**src/rtl/xor_stream_decryptor.sv**
```systemverilog
// Receive-side XOR stream decryptor: valid/ready in, one registered output stage, key updates ordered behind in-flight data.
// Optional build macro XOR_DEC_ROLLING_KEY_EN rotates the key left by one after every accepted byte.
module xor_stream_decryptor #(
  parameter int unsigned       DATA_W      = 8,
  parameter logic [DATA_W-1:0] KEY_DEFAULT = 8'h42,
  parameter int unsigned       CNT_W       = 16
) (
  input  logic              clk,
  input  logic              reset_n,
  input  logic              in_valid,
  output logic              in_ready,
  input  logic [DATA_W-1:0] in_data,
  output logic              out_valid,
  input  logic              out_ready,
  output logic [DATA_W-1:0] out_data,
  input  logic              key_wr,
  input  logic [DATA_W-1:0] key_in,
  output logic              key_busy,
  output logic              key_err,
  output logic [CNT_W-1:0]  byte_count
);

  typedef enum logic [0:0] {
    ST_RUN      = 1'b0,
    ST_KEY_PEND = 1'b1
  } state_e;

  state_e              state_q, state_d;
  logic [DATA_W-1:0]   key_q, key_d;
  logic [DATA_W-1:0]   pend_key_q, pend_key_d;
  logic [DATA_W-1:0]   out_data_q, out_data_d;
  logic                out_valid_q, out_valid_d;
  logic                key_err_q, key_err_d;
  logic [CNT_W-1:0]    byte_count_q, byte_count_d;

  logic                in_ready_w;
  logic                accept;
  logic                out_take;
  logic                key_wr_ok;
  logic                key_wr_zero;

  // Counter stops at all-ones so it can never wrap back through small values.
  function automatic logic [CNT_W-1:0] sat_inc(input logic [CNT_W-1:0] v);
    return (&v) ? v : v + CNT_W'(1);
  endfunction

`ifdef XOR_DEC_ROLLING_KEY_EN
  function automatic logic [DATA_W-1:0] rotl1(input logic [DATA_W-1:0] v);
    return {v[DATA_W-2:0], v[DATA_W-1]};
  endfunction
`endif

  always_comb begin
    in_ready_w  = reset_n && (state_q == ST_RUN) && (!out_valid_q || out_ready);
    accept      = in_valid && in_ready_w;
    out_take    = out_valid_q && out_ready;
    key_wr_ok   = key_wr && (key_in != '0);
    key_wr_zero = key_wr && (key_in == '0);
  end

  // Output register: the accepted byte always sees the key held before this edge.
  always_comb begin
    out_data_d   = out_data_q;
    out_valid_d  = out_valid_q;
    byte_count_d = byte_count_q;
    if (accept) begin
      out_data_d   = in_data ^ key_q;
      out_valid_d  = 1'b1;
      byte_count_d = sat_inc(byte_count_q);
    end else if (out_take) begin
      out_valid_d  = 1'b0;
    end
  end

  always_comb begin
    state_d    = state_q;
    key_d      = key_q;
    pend_key_d = pend_key_q;
    key_err_d  = key_err_q | key_wr_zero;
`ifdef XOR_DEC_ROLLING_KEY_EN
    if (accept) begin
      key_d = rotl1(key_q);
    end
`endif
    case (state_q)
      ST_RUN: begin
        if (key_wr_ok) begin
          pend_key_d = key_in;
          state_d    = ST_KEY_PEND;
        end
      end
      ST_KEY_PEND: begin
        // Load once the output register is empty or its last beat leaves; a write in this cycle is the newest value.
        if (!out_valid_q || out_take) begin
          key_d   = key_wr_ok ? key_in : pend_key_q;
          state_d = ST_RUN;
        end else if (key_wr_ok) begin
          pend_key_d = key_in;
        end
      end
      default: begin
        state_d = ST_RUN;
      end
    endcase
  end

  always_ff @(posedge clk or negedge reset_n) begin
    if (!reset_n) begin
      state_q      <= ST_RUN;
      key_q        <= KEY_DEFAULT;
      pend_key_q   <= KEY_DEFAULT;
      out_data_q   <= '0;
      out_valid_q  <= 1'b0;
      key_err_q    <= 1'b0;
      byte_count_q <= '0;
    end else begin
      state_q      <= state_d;
      key_q        <= key_d;
      pend_key_q   <= pend_key_d;
      out_data_q   <= out_data_d;
      out_valid_q  <= out_valid_d;
      key_err_q    <= key_err_d;
      byte_count_q <= byte_count_d;
    end
  end

  always_comb begin
    in_ready   = in_ready_w;
    out_valid  = out_valid_q;
    out_data   = out_data_q;
    key_busy   = (state_q == ST_KEY_PEND);
    key_err    = key_err_q;
    byte_count = byte_count_q;
  end

endmodule

```
**config.mk**
```make
export PLATFORM = sky130hd
export DESIGN_NAME = xor_stream_decryptor
export DESIGN_NICKNAME = d
export VERILOG_FILES = /design/src/rtl/xor_stream_decryptor.sv
export SDC_FILE = /design/constraint.sdc
export NUM_CORES = 1
export LEC_CHECK = 0
export ABC_CLOCK_PERIOD_IN_PS = 1900
export CORE_ASPECT_RATIO = 0.6
export CORE_MARGIN = 3
export CORE_UTILIZATION = 40
export CTS_CLUSTER_DIAMETER = 200
export CTS_CLUSTER_SIZE = 8
export DETAILED_ROUTE_END_ITERATION = 16
export PLACE_DENSITY = 0.67
export SETUP_SLACK_MARGIN = 0.05
export SYNTH_ARGS = -nofsm -noshare
export SYNTH_HDL_FRONTEND = slang
export SYNTH_SLANG_ARGS = --single-unit
export TNS_END_PERCENT = 30
```
**constraint.sdc**
```tcl
create_clock -name clk -period 1.9 [get_ports clk]
set_input_delay 0.285 -clock clk [delete_from_list [all_inputs] [get_ports clk]]
set_output_delay 0.285 -clock clk [all_outputs]
set_load 0.01 [all_outputs]
```
=== Yosys cells after proc, flatten, opt, wreduce, memory -nomap -nowiden ===
Cells that the tools add are included.

* Flip-flop bits (word level): 43
* Latch bits: 0
* Bits in writable memories: 0
* Memory bits (read-only): 0
* Output and inout bits: 28
* Logic and storage cells: 36
* Memories kept: 0

* $add $sub $neg: 1
* Multiply operators: 0
* Div/mod/pow operators: 0
* $lt $le $gt $ge: 0
* Equality and inequality tests: 1
* Shift-type cells: 0
* Muxes and demuxes: 8
* Bitwise operators: 4
* Reduce and logical (&&, ||, !) cells: 15

{| class="wikitable"
|+ Operators by type and width
! kind !! number
|-
| 16-bit by 1-bit adder with 16-bit output, second input constant || 1
|-
| 8-bit two-way mux || 2
|-
| 8-bit one-hot mux with 2 select lines || 1
|-
| 16-bit AND reduction || 1
|-
| 8-bit logical NOT || 1
|-
| 8-bit nonzero test || 1
|-
| 8-bit XOR || 1
|-
| 1-bit logical AND || 6
|-
| 1-bit two-way mux || 4
|-
| 2-bit AND reduction || 2
|-
| 1-bit logical OR || 2
|-
| 2-bit inequality test, second input constant || 1
|-
| 1-bit NOT || 2
|-
| 1-bit one-hot mux with 2 select lines || 1
|-
| 2-bit nonzero test || 1
|-
| 1-bit logical NOT || 1
|-
| 1-bit bitwise OR || 1
|}

=== Logic depth before layout (Yosys ltp) ===
* Word-level depth: 5
* Gate-level depth with buffers: 6
* Mapped depth without buffers: 5

=== Least setup slack after synthesis ===
OpenSTA, ideal clock, no wires.

* Path kind: register to register
* Start: register byte_count_q[0], in the netlist byte_count[0]
* End: register byte_count_q[1], in the netlist byte_count[1]
* Library setup time: 128 ps
* Arrival time: 1537 ps
* Data required time: 1772 ps
* Path slack: 236 ps
* Stages on the path, launching flop included: 6
* Path buffers: 0
* Clock period less this slack: 1664 ps
* Cell sequence: dfrtp_1 ha_1 nand3_1 nor2_1 a21oi_1 mux2_1

* Cells in the longest elaborated chain, start to end: 3
* Elaborated cells between the ends (all ways): 4
* Those cells by class: add/sub: 1; bitwise: 1; reduce/logical: 2

{| class="wikitable"
|+ Ends and longest elaborated chain
! item !! RTL line !! text
|-
| start: declaration || 34 || <nowiki>logic [CNT_W-1:0] byte_count_q, byte_count_d;</nowiki>
|-
| start signal: assignment || 123 || <nowiki>byte_count_q <= byte_count_d;</nowiki>
|-
| branches (longest 3 deep; another with 16-bit by 1-bit adder with 16-bit output) || n/a ||
|}

Several ways; the timed one is not identified.
A chain may end at the register's enable or synchronous reset.

=== Worst setup path after layout ===
* Start: register byte_count_q[1], in the netlist byte_count[1]
* End: register byte_count_q[10], in the netlist byte_count[10]

The elaborated chain is that of the path after synthesis.

==> impl_metrics.env <==
export IMPL_avgSynthCellArea_um2=11.4
export IMPL_max_cap_violations=0
export IMPL_crit_path_start_kind="flop"
export IMPL_synth_compound_area_share_pct=11.8
export IMPL_clk_pin_slew_ps=80
export IMPL_critPathRequiredTime_ps=2130
export IMPL_drtIter0Drc=91
export IMPL_final_antenna_net_count=0
export IMPL_fin_worst_skew_ps=8.18
export IMPL_core_mm2=0.00471
export IMPL_netlist_top_cells_count="dfrtp_1, nand2_1, xnor2_1"
export IMPL_synth_seq_cells=43
export IMPL_area_delta_synth_final_pct=38.2
export IMPL_cts_root_buf="clkbuf_8"
export IMPL_hpwlAfterDp_um=3450
export IMPL_slew_headroom_pct=64.1
export IMPL_routed_wirelength_um=4620
export IMPL_clk_path_buf_depth=2
export IMPL_synth_top_family_by_area="simple AND/OR/NAND/NOR gates"
export IMPL_synth_xor_area_share_pct=7.84
export IMPL_netlist_top_cells_area="dfrtp_1, mux2_4, dfstp_2"
export IMPL_ys_warn_count=0
export IMPL_num_antenna_cells=0
export IMPL_design_area_mm2=0.00278
export IMPL_hold_viol=0
export IMPL_cp_arrival_ps=2020
export IMPL_synth_simple_area_share_pct=16.3
export IMPL_htree_num_levels=2
export IMPL_cts_buffers=5
export IMPL_dr_pass1_iters=4
export IMPL_layout_nets=268
export IMPL_netlist_cell_type_count=38
export IMPL_chipWidth_um=97.5
export IMPL_syn_nets=199
export IMPL_grt_usage_pct=16.2
export IMPL_worst_pin_slew_ps=538
export IMPL_critPathCaptureType="flop"
export IMPL_r2r_start="byte_count[1]"
export IMPL_io_pins=49
export IMPL_hold_class="in -> async"
export IMPL_final_util_pct=59.0
export IMPL_crit_type="reg -> reg"
export IMPL_clock_latency_ps=300
export IMPL_period_share_pct=94.0
export IMPL_routedWlPerCell_um=14.9
export IMPL_yosys_area_top_type="dfrtp_1"
export IMPL_synth_flop_cell="dfrtp_1"
export IMPL_drcViolationCount=0
export IMPL_via_count=1562
export IMPL_fmax_ghz=0.560
export IMPL_finalMaxSlewViolations=0
export IMPL_crit_chain="ha_1 > nand3_1 > or2_1 > nor4_1 > xor2_1"
export IMPL_synth_most_common_cell="dfrtp_1"
export IMPL_gp_congestion=0.834
export IMPL_synth_edf_count=0
export IMPL_cts_tree="yes"
export IMPL_power_density_mw_per_mm2=1010
export IMPL_core_rowCount=19
export IMPL_grt_ovfl_total=0
export IMPL_p_leak_nw=1.19
export IMPL_syn_cell_area_mm2=0.00201
export IMPL_start_util_pct=42.7
export IMPL_vdd_drop_max_v=0.000576
export IMPL_post_cts_buffers=0
export IMPL_antenna_found_initial=0
export IMPL_path_buf_inv=0
export IMPL_syn_instance_count=177
export IMPL_yosysSeqAreaShare_pct=53.8
export IMPL_synthAdderAreaFrac_pct=0.622
export IMPL_setup_worst_path_start="byte_count[1]"
export IMPL_power_mw=2.80
export IMPL_status="complete, no violations"
export IMPL_cts_hold_fix_buffers=0
export IMPL_dieArea_mm2=0.00594
export IMPL_cts_sinks=43
export IMPL_synthMuxAreaShare_pct=7.59
export IMPL_io_buffers=48
export IMPL_place_area_mm2=0.00268
export IMPL_cpMaxStageDelayCell="dfrtp_1"
export IMPL_grt_max_degree=44
export IMPL_crit_path_max_incr_delay_ps=420
export IMPL_drive_gt1_share_pct=19.8
export IMPL_rsz0062_at_grt="true"
export IMPL_cp_max_fo=6
export IMPL_setup_viol=0
export IMPL_grt_pass1_vias=1460
export IMPL_async_flop_share_pct=100
export IMPL_grt_pass1_wl_um=7380
export IMPL_critical_path_top_delay_family="simple AND/OR/NAND/NOR gates"
export IMPL_die_h_um=60.9
export IMPL_period_needed_ps=1790
export IMPL_synth_top_area_share_pct=48.5
export IMPL_viasPerCell=5.04
-- metrics by stage --
stage	setup slack [ps]	setup TNS (ps)	cells	hold slack (ps)
2_1_floorplan	236	0	177	-10.6
3_3_place_gp	-91.6	-991	302	453
3_5_place_dp	-119	-1250	302	445
4_1_cts	114	0	310	127
5_1_grt	13.8	0	310	150
6_report	115	0	310	113
-- what timing repair did --
action	4_1_cts	5_1_grt
gates cloned	0	0
hold endpoints to repair	0	0
resized for setup	3	2
setup endpoints to repair	1	4
-- state kept, by name (all words and copies together), names as in the netlist --
signal      flops
out_data        8
pend_key_q      8
key_err         1
out_valid       1
key_q           8
key_busy        1
byte_count     16
-- cell families (layout without fill, tap and decap cells) --
logic type,Yosys count,count (layout)
buf+inv,8,78
compound gates,36,36
mux,11,11
flops,43,43
fa+ha+maj,1,1
simple gates,60,60
xor+xnor,18,18
-- worst register-to-register path: stages, from the launching register on --
cell and delay [ps]:
dfrtp_1 420, ha_1 240, nand3_1 240, or2_1 370, nor4_1 300, xor2_1 170
-- final timing paths --
path | slack, ps | endpoint | cells after the start
worst max-delay path | 110 | byte_count[10] | 5
worst min register to register | 470 | key_err | 1
worst max register to register | 110 | byte_count[10] | 5
min in group clk | 470 | key_err | 1
max in group asynchronous | 1410 | pend_key_q[6] | 2
worst min-delay path | 110 | out_data[4] | 2
-- layout by cell type (no fill, tap or decap), drive strengths merged, types with 2 or more instances in the layout --
master	synthesis	routed
buf	2	20
nor2	2	2
inv	3	3
mux2	10	10
clkbuf	3	6
and4	2	2
nand4	6	6
and2	2	2
a22oi	8	8
xor2	8	8
nand2	23	23
nand3	5	5
xnor2	10	10
or4	2	2
nor3	4	4
a21oi	6	6
dfrtp	39	39
o21ai	17	17
nor4	10	10
clkdlybuf4s50	0	46
dfstp	4	4
-- report_power, final --
part / internal, mW / total [mW] / switching (mW)
clock network: 0.257 / 0.583 / 0.325
logic: 0.512 / 0.888 / 0.376
registers: 1.15 / 1.32 / 0.179
-- area by class of cell --
type / instances / area [µm²]
Clock inverter: 2 / 12.5
Tap cell: 63 / 78.8
Fill cell: 432 / 1930
Inverter: 3 / 11.3
Multi-Input combinational cell: 126 / 906
Sequential cell: 43 / 1080
Timing Repair Buffer: 67 / 617
Clock buffer: 6 / 72.6
-- metal layers --
metal / up-vias / wire length (µm) / track usage (%)
met5: - / 0 / 0
met4: 0 / 39 / 5.13
met3: 7 / 229 / 4.25
met2: 40 / 1750 / 20.5
met1: 736 / 2600 / 25.9
li1: 779 / - / -
Note: power is estimated with default switching activity, not from simulation.
